$ cat config.mk
export PLATFORM = sky130hd
export DESIGN_NAME = axi4_rd_arbiter
export DESIGN_NICKNAME = d
export VERILOG_FILES = /design/src/rtl/axi4_arb_pkg.sv /design/src/rtl/rr_arbiter.sv /design/src/rtl/axi4_rd_arbiter.sv
export SDC_FILE = /design/constraint.sdc
export NUM_CORES = 1
export LEC_CHECK = 0
export ABC_CLOCK_PERIOD_IN_PS = 990
export CAP_MARGIN = 20
export CELL_PAD_IN_SITES_DETAIL_PLACEMENT = 0
export CELL_PAD_IN_SITES_GLOBAL_PLACEMENT = 1
export CORE_AREA = 2 2 97 99
export DETAILED_ROUTE_END_ITERATION = 8
export DIE_AREA = 0 0 99 101
export GPL_ROUTABILITY_DRIVEN = 0
export PLACE_DENSITY = 0.77
export SLEW_MARGIN = 20
export SYNTH_ARGS = -nofsm -noshare
export SYNTH_HDL_FRONTEND = slang
export SYNTH_SLANG_ARGS = --single-unit
$ cat constraint.sdc
create_clock -name ACLK -period 0.99 [get_ports ACLK]
set_input_delay 0.099 -clock ACLK [delete_from_list [all_inputs] [get_ports ACLK]]
set_output_delay 0.099 -clock ACLK [all_outputs]
set_load 0.02 [all_outputs]
$ cat src/rtl/axi4_arb_pkg.sv
// ---------------------------------------------------------------------------
// axi4_arb_pkg
// Shared types and constants for the AXI4 read/write channel arbiters.
//   ar_chan_t   : AR payload {addr, len, size}
//   r_chan_t    : R payload  {data, resp, last}
//   arb_state_e : arbiter FSM states IDLE / ADDR / DATA
// ---------------------------------------------------------------------------
package axi4_arb_pkg;

  localparam int AXI_ADDR_W = 16;
  localparam int AXI_DATA_W = 32;

  localparam logic [1:0] RESP_OKAY   = 2'b00;
  localparam logic [1:0] RESP_SLVERR = 2'b10;

  typedef struct packed {
    logic [AXI_ADDR_W-1:0] addr;
    logic [7:0]            len;
    logic [2:0]            size;
  } ar_chan_t;

  typedef struct packed {
    logic [AXI_DATA_W-1:0] data;
    logic [1:0]            resp;
    logic                  last;
  } r_chan_t;

  typedef enum logic [1:0] {
    ST_IDLE = 2'd0,
    ST_ADDR = 2'd1,
    ST_DATA = 2'd2
  } arb_state_e;

endpackage

$ cat src/rtl/rr_arbiter.sv
// ---------------------------------------------------------------------------
// rr_arbiter
// Purely combinational round-robin pick. Scans last+1, last+2, ... (mod N)
// and returns the first requester both one-hot and as a binary index.
//   req     : request vector
//   last    : index of the most recently served requester
//   gnt_oh  : one-hot winner (all zero when no request)
//   gnt_idx : binary winner index (0 when no request)
// ---------------------------------------------------------------------------
module rr_arbiter #(
  parameter int N = 2,
  localparam int W = $clog2(N)
) (
  input  logic [N-1:0] req,
  input  logic [W-1:0] last,
  output logic [N-1:0] gnt_oh,
  output logic [W-1:0] gnt_idx
);

  logic [W-1:0] idx;
  logic         found;

  // NOTE: every output of a combinational block gets a default at the top,
  // so no path through the block can leave a value unassigned (no latch).
  always_comb begin
    gnt_oh  = '0;
    gnt_idx = '0;
    found   = 1'b0;
    idx     = '0;
    // k = N wraps back to 'last' itself, so it wins only when it is alone.
    for (int k = 1; k <= N; k++) begin
      idx = W'((int'(last) + k) % N);
      if (!found && req[idx]) begin
        found       = 1'b1;
        gnt_oh[idx] = 1'b1;
        gnt_idx     = idx;
      end
    end
  end

endmodule

$ cat src/rtl/axi4_rd_arbiter.sv
// ---------------------------------------------------------------------------
// axi4_rd_arbiter
// Shares the AR/R channels of one ID-less AXI4 slave among NUM_M read
// masters. Round-robin grant per burst; the grant is held from the AR
// handshake until the RLAST beat is accepted. AW/W/B are not handled here.
//
// Ports:
//   ACLK, ARESETn          clock, synchronous active-low reset
//   m_ar/m_arvalid/m_arready   per-master AR channel
//   m_r/m_rvalid/m_rready      R channel; payload broadcast, valid per master
//   s_ar/s_arvalid/s_arready   AR channel to the slave
//   s_r/s_rvalid/s_rready      R channel from the slave
//   grant_idx              currently/last granted master
//   busy                   high in ADDR or DATA
//
// Build option:
//   AXI4_RD_ARB_BTB_EN  when defined, re-arbitrate on the RLAST handshake and
//                       go straight to ADDR (no idle cycle between bursts).
// ---------------------------------------------------------------------------
module axi4_rd_arbiter
  import axi4_arb_pkg::*;
#(
  parameter int NUM_M = 2,
  localparam int GW = $clog2(NUM_M)
) (
  input  logic                  ACLK,
  input  logic                  ARESETn,
  input  ar_chan_t [NUM_M-1:0]  m_ar,
  input  logic     [NUM_M-1:0]  m_arvalid,
  output logic     [NUM_M-1:0]  m_arready,
  output r_chan_t               m_r,
  output logic     [NUM_M-1:0]  m_rvalid,
  input  logic     [NUM_M-1:0]  m_rready,
  output ar_chan_t              s_ar,
  output logic                  s_arvalid,
  input  logic                  s_arready,
  input  r_chan_t               s_r,
  input  logic                  s_rvalid,
  output logic                  s_rready,
  output logic     [GW-1:0]     grant_idx,
  output logic                  busy
);

  arb_state_e        state_q, state_d;
  logic [GW-1:0]     grant_q, grant_d;
  logic [GW-1:0]     last_q,  last_d;
  logic [GW-1:0]     arb_last;
  logic [NUM_M-1:0]  pick_oh;
  logic [GW-1:0]     pick_idx;

`ifdef AXI4_RD_ARB_BTB_EN
  // During DATA the finishing master is the reference point, so the pick
  // made on its RLAST beat naturally skips it unless it is the only one.
  assign arb_last = (state_q == ST_DATA) ? grant_q : last_q;
`else
  assign arb_last = last_q;
`endif

  rr_arbiter #(.N(NUM_M)) u_rr (
    .req     (m_arvalid),
    .last    (arb_last),
    .gnt_oh  (pick_oh),
    .gnt_idx (pick_idx)
  );

  always_comb begin
    state_d   = state_q;
    grant_d   = grant_q;
    last_d    = last_q;
    m_arready = '0;
    m_rvalid  = '0;
    m_r       = '0;
    s_ar      = '0;
    s_arvalid = 1'b0;
    s_rready  = 1'b0;

    unique case (state_q)
      ST_IDLE: begin
        if (|pick_oh) begin
          grant_d = pick_idx;
          state_d = ST_ADDR;
        end
      end

      ST_ADDR: begin
        // A master dropping ARVALID here simply stalls; the grant is kept.
        s_ar               = m_ar[grant_q];
        s_arvalid          = m_arvalid[grant_q];
        m_arready[grant_q] = s_arready;
        if (m_arvalid[grant_q] && s_arready) begin
          state_d = ST_DATA;
        end
      end

      ST_DATA: begin
        m_r               = s_r;
        m_rvalid[grant_q] = s_rvalid;
        s_rready          = m_rready[grant_q];
        if (s_rvalid && m_rready[grant_q] && s_r.last) begin
          last_d  = grant_q;
          state_d = ST_IDLE;
`ifdef AXI4_RD_ARB_BTB_EN
          if (|pick_oh) begin
            grant_d = pick_idx;
            state_d = ST_ADDR;
          end
`endif
        end
      end

      default: state_d = ST_IDLE;
    endcase
  end

  // NOTE: sequential state uses non-blocking assignments so every flop
  // samples its _d value from before the edge, independent of block order.
  always_ff @(posedge ACLK) begin
    if (!ARESETn) begin
      state_q <= ST_IDLE;
      grant_q <= '0;
      last_q  <= GW'(NUM_M - 1);
    end else begin
      state_q <= state_d;
      grant_q <= grant_d;
      last_q  <= last_d;
    end
  end

  assign grant_idx = grant_q;
  assign busy      = (state_q != ST_IDLE);

endmodule

==> impl_metrics.env, run 1 <==
export IMPL_status="finished with violations"
export IMPL_violations="negative setup slack"
export IMPL_postCtsHoldBufs=0
export IMPL_critPathTopFamily="flip-flops"
export IMPL_fin_ws_ns=-0.426
export IMPL_ant_nets=0
export IMPL_root_buffer="clkbuf_8"
export IMPL_final_util_pct=44.8
export IMPL_max_freq_mhz=706
export IMPL_syn_avg_cell_area_sq_um=7.08
export IMPL_critPathMaxStageDelay_ns=0.39
export IMPL_yosys_warnings=0
export IMPL_path_common_cell="buf_12"
export IMPL_placeableCoreArea_sq_um=8980
export IMPL_h_tree_depth=1
export IMPL_drt_pass1_iterations=4
export IMPL_period_share_pct=143
export IMPL_finalInstanceArea_sq_um=4020
export IMPL_grt_start_max_net_pins=21
export IMPL_grt_antenna_before_repair=0
export IMPL_synth_cell_types=24
export IMPL_timing_final_hold_violations=0
export IMPL_critPathKind="flip-flop to output port"
export IMPL_clock_path_buffers=2
export IMPL_die_height_um=101
export IMPL_syn2layout_area_growth_pct=318
export IMPL_n_fill_cell=861
export IMPL_grt_overflow_total=0
export IMPL_layout_commonest_cell="clkdlybuf4s50_1"
export IMPL_cts_sinks=4
export IMPL_grt_pass1_vias=1838
export IMPL_power_density_nw_per_um2=605
export IMPL_drt_wirelength_per_cell_um=13.9
export IMPL_drive_gt1_share_pct=65.1
export IMPL_grt_total_usage_pct=11.7
export IMPL_synth_seq_cells=4
export IMPL_rows=35
export IMPL_n_antenna_cell=0
export IMPL_fin_crit_ns=1.42
export IMPL_synth_cells=136
export IMPL_yosysSeqAreaShare_pct=8.31
export IMPL_crit_slowest_cell="dfxtp_4"
export IMPL_vias_per_cell=3.90
export IMPL_clkSlewWorstSetupHoldPaths_ns=0.03
export IMPL_cts_buffers=3
export IMPL_num_vias=1739
export IMPL_fp_dieW_um=99
export IMPL_cp_end_kind="output port"
export IMPL_skew_ns=0.00256
export IMPL_multi_input_area_sq_um=1400
export IMPL_slew_violations=0
export IMPL_critPathArrivalTime_ns=1.32
export IMPL_slew_headroom_pct=83.3
export IMPL_regArea_sq_um=88.8
export IMPL_cts_tree="done"
export IMPL_hp_class="input port to flip-flop"
export IMPL_worstMarginPinSlew_ns=0.250
export IMPL_synth_nets=233
export IMPL_placed_area_sq_um=3270
export IMPL_vdd_drop_max_v=0.000247
export IMPL_worst_ep_required_time_ns=0.89
export IMPL_drt_first_iter_violations=18
export IMPL_worstPathCellList="buf_12 > buf_12 > mux2i_4 > nor2_4 > buf_6"
export IMPL_critPathBufInv=3
export IMPL_layout_common_cells="clkdlybuf4s50_1 (95), buf_6 (76), and2_4 (35)"
export IMPL_fin_nets=433
export IMPL_io_buffer_count=166
export IMPL_drc=0
export IMPL_worst_path_max_fanout=8
export IMPL_setup_violations_final=74
export IMPL_grt_pass1_wl_um=9320
export IMPL_initial_core_util_pct=10.7
export IMPL_routed_wl_um=6210
export IMPL_startpoint_type="flip-flop"
export IMPL_pin_count=167
export IMPL_leakage_uw=0.00160
export IMPL_cap_viol_max_count=0
export IMPL_clk_latency_ns=0.23
export IMPL_netlist_area_sq_um=963
export IMPL_dp_hpwl_um=4340
export IMPL_rsz0062_at_grt="true"
export IMPL_dieArea_sq_um=10000
==> layout make-up <==
type                    instances  share of cell area (%)
clock buffers                   4                    1.12
inverters                       2                   0.187
multi-input cells             119                    34.9
flip-flops and latches          4                    2.21
well taps                     111                    3.45
repair buffers                206                    58.1
==> worst reg2reg max path: stages, from the launching register on <==
cell and delay (ns):
dfxtp_4 0.39, buf_12 0.17, mux2i_4 0.26, buf_6 0.12, o32ai_2 0.07, nor3b_2 0.16
==> sequential cells by signal (all words and copies together) (netlist names) <==
signal / count
arb_last: 1
grant_idx: 1
state_q: 2
==> cell usage after synthesis <==
cell	n	area [sq um]
a21boi_0	1	7.51
a21boi_1	1	7.51
and2_1	35	219
and3_1	3	18.8
buf_2	2	10.0
buf_4	3	22.5
buf_6	5	56.3
clkbuf_2	1	5.00
dfxtp_1	4	80.1
inv_1	2	7.51
mux2i_1	29	290
nand2_1	7	26.3
nand2b_1	1	6.26
nand3b_1	1	7.51
nand4b_1	1	8.76
nor2_1	31	116
nor2b_1	2	12.5
nor2b_4	1	13.8
nor3b_2	1	12.5
o2111ai_1	1	8.76
o21a_1	1	7.51
o21ai_0	1	5.00
o21ai_1	1	5.00
o32ai_1	1	8.76
==> metal layers <==
| metal | wire, um | part of all wire, % | up-vias | track usage [%] |
|---|---|---|---|---|
| met5 | 0 | 0 | - | 0 |
| met4 | 37 | 0.60 | 0 | 2.21 |
| met3 | 685 | 11 | 3 | 3.88 |
| met2 | 3340 | 54 | 105 | 21.9 |
| met1 | 2150 | 35 | 775 | 12.8 |
| li1 | - | - | 856 | - |
==> kinds of logic after synthesis <==
logic type / after synthesis / synth area share [%]
AOI/OAI and AO/OA: 7 / 5.20
buffers and inverters: 13 / 10.5
DFF: 4 / 8.31
muxes: 29 / 30.1
and+or+nand+nor: 83 / 45.8
==> where the power goes <==
| part | internal [uW] | switching (uW) |
|---|---|---|
| Combinational | 1130 | 731 |
| Clock | 277 | 109 |
| Sequential | 171 | 17.5 |
| Total | 1580 | 857 |
==> stage by stage <==
step | std cells | TNS (ns) | setup WS [ns] | power, uW | hold slack [ns]
after CTS | 440 | -26.12 | -0.428 | 2390 | 0.511
after floorplan | 136 | -3.37 | -0.127 | 914 | 0.180
after global routing | 446 | -29.77 | -0.473 | 2560 | 0.515
after global placement | 418 | -38.53 | -0.575 | 1680 | 0.509
after detailed placement | 418 | -39.41 | -0.602 | 1700 | 0.529
final | 446 | -26.32 | -0.426 | 2440 | 0.464
==> what timing repair did <==
item,4_1_cts,5_1_grt
setup endpoints to repair,74,74
gates cloned,6,3
resized for setup,456,38
pin swaps,2,32
buffers inserted,12,4
==> final timing paths <==
kind / startpoint / to / slack [ns] / cells past startpoint
worst min-delay path: s_rvalid / state_q[1] / 0.46 / 5
worst min register to register: arb_last / arb_last / 0.53 / 2
worst max-delay path: grant_idx / s_ar[8] / -0.43 / 5
worst max register to register: grant_idx / state_q[0] / -0.26 / 5
(Power assumes the default switching activity.)
==> run 2, diff against run 1 <==
--- a/config.mk
+++ b/config.mk
@@ -14,6 +14,7 @@
 export DIE_AREA = 0 0 99 101
 export GPL_ROUTABILITY_DRIVEN = 0
 export PLACE_DENSITY = 0.77
+export REMOVE_ABC_BUFFERS = 1
 export SLEW_MARGIN = 20
 export SYNTH_ARGS = -nofsm -noshare
 export SYNTH_HDL_FRONTEND = slang
==> impl_metrics.env, run 2 (synthesis results as in run 1) <==
export IMPL_status="finished with violations"
export IMPL_violations="negative setup slack"
export IMPL_vdd_drop_max_v=0.000365
export IMPL_worstMarginPinSlew_ns=0.258
export IMPL_cts_buffers=3
export IMPL_power_density_nw_per_um2=579
export IMPL_grt_pass1_vias=1666
export IMPL_drt_wirelength_per_cell_um=13.3
export IMPL_io_buffer_count=166
export IMPL_vias_per_cell=3.93
export IMPL_cts_sinks=4
export IMPL_skew_ns=0.00212
export IMPL_pwr_share_seq_pct=10.1
export IMPL_p_clk_share_pct=18.6
export IMPL_hp_class="input port to flip-flop"
export IMPL_period_share_pct=142
export IMPL_grt_overflow_total=0
export IMPL_fin_ws_ns=-0.413
export IMPL_setup_violations_final=73
export IMPL_ant_nets=0
export IMPL_regMostFlops="state_q"
export IMPL_clk_latency_ns=0.22
export IMPL_h_tree_depth=1
export IMPL_worstPathCellList="nor2b_4 > buf_12 > buf_6 > and2_1 > buf_4"
export IMPL_drive_gt1_share_pct=47.9
export IMPL_timing_final_hold_violations=0
export IMPL_rsz0062_at_grt="true"
export IMPL_syn2layout_area_growth_pct=238
export IMPL_cts_tree="done"
export IMPL_crit_slowest_cell="dfxtp_4"
export IMPL_fp_dieW_um=99
export IMPL_drt_first_iter_violations=20
export IMPL_placeableCoreArea_sq_um=8980
export IMPL_fin_nets=427
export IMPL_clock_path_buffers=2
export IMPL_tns_ns=-25.24
export IMPL_fin_crit_ns=1.40
export IMPL_startpoint_type="flip-flop"
export IMPL_num_vias=1726
export IMPL_layout_commonest_cell="clkdlybuf4s50_1"
export IMPL_slew_violations=0
export IMPL_critPathKind="flip-flop to output port"
export IMPL_whs_ns=0.475
export IMPL_drc=0
export IMPL_internal_power_uw=1240
export IMPL_n_antenna_cell=0
export IMPL_postCtsHoldBufs=0
export IMPL_critPathTopFamily="buffers and inverters"
export IMPL_cap_viol_max_count=0
export IMPL_pwr_share_comb_pct=71.3
export IMPL_rows=35
export IMPL_dp_slack_ns=-0.634
export IMPL_routed_wl_um=5850
export IMPL_dp_hpwl_um=4170
export IMPL_worst_path_max_fanout=7
export IMPL_layout_common_cells="clkdlybuf4s50_1 (93), buf_6 (53), and2_4 (31)"
export IMPL_critPathArrivalTime_ns=1.30
export IMPL_drt_pass1_iterations=4
export IMPL_slew_headroom_pct=82.8
export IMPL_clkSlewWorstSetupHoldPaths_ns=0.03
export IMPL_max_freq_mhz=713
export IMPL_root_buffer="clkbuf_8"
export IMPL_r2r_slack_ns=-0.26
export IMPL_grt_start_max_net_pins=40
export IMPL_finalInstanceArea_sq_um=3260
export IMPL_initial_core_util_pct=10.7
export IMPL_cp_end_kind="output port"
export IMPL_largest_reg_flops=2
export IMPL_leakage_uw=0.00143
export IMPL_place_inst=416
export IMPL_worst_ep_required_time_ns=0.89
export IMPL_dieArea_sq_um=10000
export IMPL_grt_antenna_before_repair=0
export IMPL_grt_pass1_wl_um=7770
export IMPL_placed_area_sq_um=2810
export IMPL_p_sw_share_pct=34.3
export IMPL_critPathMaxStageDelay_ns=0.36
export IMPL_grt_total_usage_pct=9.55
export IMPL_p_switching_uw=648
export IMPL_die_height_um=101
export IMPL_fin_cells=439
export IMPL_critPathBufInv=3
export IMPL_pin_count=167
## run 2: cell types whose count changed in the layout (fill, tap and decap cells not counted), sizes merged
cell,delta
buf,-6
clkdlybuf4s50,-2
bufbuf,-1
dlygate4sd2,+3
dlymetal6s2s,-1
## run 2: metal layers
layer | vias to the layer above | GRT usage (%) | routed length [um] | share of wire, %
met5 | - | 0 | 0 | 0
met4 | 0 | 1.58 | 23 | 0.39
met3 | 2 | 2.36 | 671 | 11
met2 | 137 | 18.4 | 2940 | 50
met1 | 753 | 10.7 | 2220 | 38
li1 | 834 | - | - | -
## run 2: worst reg2reg max path, stage by stage (launching register included)
cell and delay [ns]:
dfxtp_4 0.42, buf_6 0.13, mux2i_4 0.25, buf_6 0.13, o32ai_2 0.07, nor3b_2 0.17
## run 2: power groups by stage
| stage | registers, uW | clock network [uW] | logic, uW |
|---|---|---|---|
| 6_report | 191 | 350 | 1340 |
| 5_1_grt | 193 | 369 | 1430 |
| 4_1_cts | 189 | 354 | 1230 |
| 3_5_place_dp | 189 | 0 | 1200 |
| 3_3_place_gp | 188 | 0 | 1190 |
| 2_1_floorplan | 216 | 0 | 395 |
## run 2: area by class of cell
| class | count | area, sq um |
|---|---|---|
| fill | 928 | 5720 |
| tap | 111 | 139 |
| inverter | 2 | 7.51 |
| multi-input combinational | 119 | 955 |
| sequential | 4 | 91.3 |
| clock buffer | 3 | 41.3 |
| timing repair buffer | 200 | 2020 |
## run 2: worst paths after layout
kind / depth (start not counted) / from / to
worst min register to register: 2 / arb_last / arb_last
worst min-delay path: 2 / ARESETn / arb_last
worst max-delay path: 5 / state_q[1] / m_r[10]
worst max register to register: 5 / grant_idx / state_q[0]
## run 2: per-stage QoR
step	power [uW]	util, %
floorplan	611	-
global placement	1380	31.3
detailed placement	1390	31.3
CTS	1770	32.5
global route	1990	36.3
finish	1890	36.3
## run 2: repair_timing
item	4_1_cts	5_1_grt
gates cloned	2	6
gates resized for setup	375	79
endpoints found under the setup margin	74	74
pin swaps	5	24
setup buffers	8	6
==> edit 1 (flow settings as in run 2) <==
Change the package constant `AXI_DATA_W` from 32 to 40.
--- a/src/rtl/axi4_arb_pkg.sv
+++ b/src/rtl/axi4_arb_pkg.sv
@@ -9,5 +9,5 @@
 
   localparam int AXI_ADDR_W = 16;
-  localparam int AXI_DATA_W = 32;
+  localparam int AXI_DATA_W = 40;
 
   localparam logic [1:0] RESP_OKAY   = 2'b00;
Interface: changed (resized m_r and s_r); port bits go from 167 to 183. The function was not compared with the original's and may differ.
==> edit 1 against run 2 <==
- the flow still finishes with violations (setup timing)
- worst setup slack worse by 13 ps
- wire length down 3.7%
- area after synthesis is 5.6% higher
- critical path depth stayed put
- clock skew is 0.95 ps lower
- register-to-register slack improved by 20 ps
- sequential cell count stayed put
- total power barely moved
- final area increased by 2.8%
- critical path type unchanged
- critical endpoint is now m_arready[1]
- largest cell class unchanged
- largest power group unchanged
- highest routed layer unchanged
==> edit 1: results (changes against run 2) <==
* Worst slew margin at 83.9% (was 82.8%)
* Sequential area share after synthesis at 7.87% (was 8.31%)
* Drt total wl at 5630 microns (was 5850 microns)
* R2R cell count at 7 (was 5)
* Reg-to-reg slack, setup at -240 ps (was -260 ps)
* Fillers at 912 (was 928)
* Lkg Pwr at 1.48 nW (was 1.43 nW)
* Status: complete, but fails checks (unchanged)
* Compound-Gate Fraction of Synth Area at 4.92% (was 5.19%)
* Final net count at 454 (was 427)
* Dpl hpwl at 4290 microns (was 4170 microns)
* Largest delay share family, worst path: simple AND/OR/NAND/NOR gates (was buffers and inverters)
* DP Worst Slack at -636 ps (was -634 ps)
* Final worst slack at -425 ps (was -413 ps)
* Drt initial violations at 6 (was 20)
* Worst path max stage delay at 320 ps (was 360 ps)
* Area contributors post-synth: mux2i_1, and2_1, nor2_1 (unchanged)
* Endpoints failing setup at 81 (was 73)
* Post-route cell area at 0.00335 sq mm (was 0.00326 sq mm)
* GRT Total Usage at 10.5% (was 9.55%)
* Multiplexer share of the synthesized area at 28.5% (was 30.1%)
* Met2 WL at 2710 microns (was 2940 microns)
* Violated checks: setup timing (unchanged)
* First-pass GRT wire length at 8560 microns (was 7770 microns)
* Vias/cell at 3.86 (was 3.93)
* Highest-delay cell along the critical path: dfxtp_2 (was dfxtp_4)
* Largest net degree at the start of global routing at 29 (was 40)
* Port Buffers at 182 (was 166)
* WL met3 at 789 microns (was 671 microns)
* List of most frequent post-synthesis cells: and2_1, nor2_1, mux2i_1 (unchanged)
* CP Capture Point: m_arready[1] (was m_r[10])
* Wl on met1 at 2120 microns (was 2220 microns)
[edit 1: cell count changes in the layout (fill, tap and decap cells not counted), moves of 2 or more]
cell	before	now
and2_1	4	20
and2_4	31	23
buf_4	24	29
clkbuf_16	3	0
clkdlybuf4s50_1	93	101
dfxtp_2	0	2
dfxtp_4	3	1
nor2_2	0	2
[edit 1: repair_timing]
| action | 4_1_cts | 5_1_grt |
|---|---|---|
| resized for setup | 454 | 34 |
| buffers inserted | 12 | 4 |
| cloned | 4 | 0 |
| pin swaps | 7 | 16 |
| endpoints found under the setup margin | 82 | 82 |
[edit 1: where the power goes]
group	internal, mW	leakage, nW	total, mW	switching [mW]
Clock	0.259	0.0216	0.341	0.0818
Sequential	0.172	0.0342	0.191	0.0184
Combinational	0.823	1.43	1.36	0.533
[edit 1: kinds of logic (layout without fill, tap and decap cells)]
kind of cell	count (synthesis)	after routing
buffers and inverters	14	216
muxes	29	29
and+or+nand+nor	91	91
DFF	4	4
AOI/OAI and AO/OA	7	7
[edit 1: worst min-delay path by stage]
stage | startpoint | end | slack [ps] | cells past startpoint
final | s_r[0] | state_q[1]$_SDFFE_PN0P_ | 390 | 5
after global routing | s_r[0] | state_q[1]$_SDFFE_PN0P_ | 460 | 5
after CTS | m_arvalid[0] | state_q[0]$_SDFFE_PN0P_ | 460 | 4
after detailed placement | arb_last$_SDFFE_PN1P_ | arb_last$_SDFFE_PN1P_ | 500 | 2
after global placement | arb_last$_SDFFE_PN1P_ | arb_last$_SDFFE_PN1P_ | 490 | 2
after floorplan | ARESETn | arb_last$_SDFFE_PN1P_ | 180 | 1
[edit 1: tightest hold or removal path, cell delays in order]
cell            delay, ps
dlymetal6s2s_1        100
buf_4                 120
nand2_1                40
o21ai_1               130
a21boi_1               70
[edit 1: layer usage]
layer / vias to the layer above / track usage (%)
met4: 0 / 1.58
met1: 742 / 11.7
met3: 2 / 3.12
met5: - / 0
li1: 878 / -
met2: 147 / 20.1
[edit 1: area by class of cell]
type,instances,share of cell area (%)
timing repair buffer,211,62.9
clock buffer,3,1.23
sequential,4,2.58
tap,111,4.15
multi-input combinational,127,29.0
inverter,2,0.224
[edit 1: through the flow]
step | power (mW) | TNS (ps) | instances
after floorplan | 0.622 | -58660 | 133
after global placement | 1.43 | -43260 | 439
after detailed placement | 1.43 | -45280 | 439
after CTS | 1.88 | -30980 | 458
after global routing | 2.01 | -33090 | 458
final | 1.89 | -27190 | 458
==> edit 2 (flow settings as in run 2) <==
Without the edit above. Make the reset (`ARESETn`) asynchronous in one clocked block. Comments in the files are not updated.
--- a/src/rtl/axi4_rd_arbiter.sv
+++ b/src/rtl/axi4_rd_arbiter.sv
@@ -115,5 +115,5 @@
   // NOTE: sequential state uses non-blocking assignments so every flop
   // samples its _d value from before the edge, independent of block order.
-  always_ff @(posedge ACLK) begin
+  always_ff @(posedge ACLK or negedge ARESETn) begin
     if (!ARESETn) begin
       state_q <= ST_IDLE;
Function: differs if ARESETn is asserted again (counterexample within 4 cycles, from zero or initial values and one cycle with ARESETn low); with ARESETn held inactive, the same outputs for 10 cycles.
==> edit 2 against run 2 <==
- the run still ends with setup timing left
- sequential cell count did not move
- critical path depth fell by 1
- wire length fell by 1.5%
- final area did not move
- first-iteration DRC count fell by 10%
- die area did not move
- critical path type unchanged
- worst setup slack got worse by 90 ps
- area after synthesis fell by 2.9%
- global-route usage fell by 0.12 points
- largest cell class unchanged
Power is left out: it rests on default switching activity, and per cell area and clock period it moved more than threefold.
==> edit 2: results (changes against run 2) <==
* Status: complete, but fails checks (unchanged)
* Violated checks: setup timing (unchanged)
* Final net count at 420 (was 427)
* HP Class: primary input to asynchronous set/reset pin (was primary input to flip-flop)
* WL met3 at 722 microns (was 671 microns)
* Critical path arrival at 1390 ps (was 1300 ps)
* Top FF cell, synth: dfrtp_1 (was dfxtp_1)
* Clock-cell share of area at 1.38% (was 1.27%)
* Multi-In Gates at 113 (was 119)
* Syn. warnings at 0 (unchanged)
* List of most frequent post-synthesis cells: and2_1, nor2_1, mux2i_1 (unchanged)
* Wire per inst at 13.3 microns (about the same)
* Final worst slack at -502 ps (was -413 ps)
* Launching element type of the critical path: flip-flop (unchanged)
* DP Worst Slack at -649 ps (was -634 ps)
* Final non-clock buffer share at 63.2% (was 62.1%)
* Endpoints failing setup at 74 (was 73)
* Largest delay share family, worst path: flip-flops (was buffers and inverters)
* Overall via count from detail_route at 1678 (was 1726)
* Slew @ Worst Pin at 243 ps (was 258 ps)
* Final TNS setup at -31530 ps (was -25240 ps)
* CP Capture Point: s_arvalid (was m_r[10])
* Area of the multi-input gates at 908 sq um (was 955 sq um)
* Signal inverters at 1 (was 2)
* Sequential area share after synthesis at 10.8% (was 8.31%)
* FF+latch count at 4 (unchanged)
* Dpl hpwl at 3930 microns (was 4170 microns)
* Met2 WL at 2870 microns (was 2940 microns)
* Area contributors post-synth: mux2i_1, and2_1, nor2_1 (unchanged)
* Crit-path max FO at 6 (was 7)
* Met3 usage at 2.77% (was 2.36%)
* Largest net degree at the start of global routing at 39 (was 40)
* Worst r2r src: state_q[0]$_DFFE_PN0P_ (was grant_idx$_SDFFE_PN0P_)
* Drt initial violations at 18 (was 20)
* Worst Setup SP: grant_idx$_DFFE_PN0P_ (was state_q[1]$_SDFFE_PN0P_)
* Highest-delay cell along the critical path: dfrtp_2 (was dfxtp_4)
* First-pass GRT wire length at 7710 microns (was 7770 microns)
* Routing usage on met1 at 10.4% (was 10.7%)
* Worst path max stage delay at 470 ps (was 360 ps)
* GRT Total Usage at 9.42% (was 9.55%)
* Wl on met1 at 2050 microns (was 2220 microns)
* Setup Buffers After CTS at 5 (was 8)
* Reg-to-reg slack, setup at -450 ps (was -260 ps)
* Met2 global-route usage at 17.9% (was 18.4%)
* Post-synth ARST share at 100% (was 0%)
* Final Skew at 6.35 ps (was 2.12 ps)
* Hold slack final at 79.5 ps (was 475 ps)
* Fillers at 922 (was 928)
* Area after DPL at 0.00284 sq mm (was 0.00281 sq mm)
* Proportion of cell area occupied by registers at 3.19% (was 2.80%)
* CTS-repair resized insts at 382 (was 375)
* Reg-to-Reg End: arb_last$_DFFE_PN1P_ (was state_q[0]$_SDFFE_PN0P_)
* Layout cell share with drive strength beyond 1 at 49.4% (was 47.9%)
* Clock buffer count in the final layout at 4 (was 3)
-- edit 2: cell count changes after synthesis, moves of 2 or more --
| cell | run 2 | this run |
|---|---|---|
| buf_6 | 5 | 1 |
| dfxtp_1 | 4 | 0 |
| nand2_1 | 7 | 3 |
| clkbuf_1 | 0 | 3 |
| dfrtp_1 | 0 | 3 |
| and3_1 | 3 | 1 |
| mux2_4 | 0 | 2 |
| mux2i_1 | 29 | 27 |
| nand2b_1 | 1 | 3 |
-- edit 2: kinds of logic after synthesis --
| kind of cell | synth area share (%) |
|---|---|
| flip-flops | 10.8 |
| AND/OR/NAND/NOR | 44.1 |
| multiplexers | 33.6 |
| buffers and inverters | 7.62 |
| AO/OA/AOI/OAI | 3.88 |
-- edit 2: stage by stage --
stage	cells	utilization, %
after floorplan	118	-
after global placement	412	31.6
after detailed placement	412	31.6
after CTS	424	33.1
after global routing	433	36.3
final	433	36.3
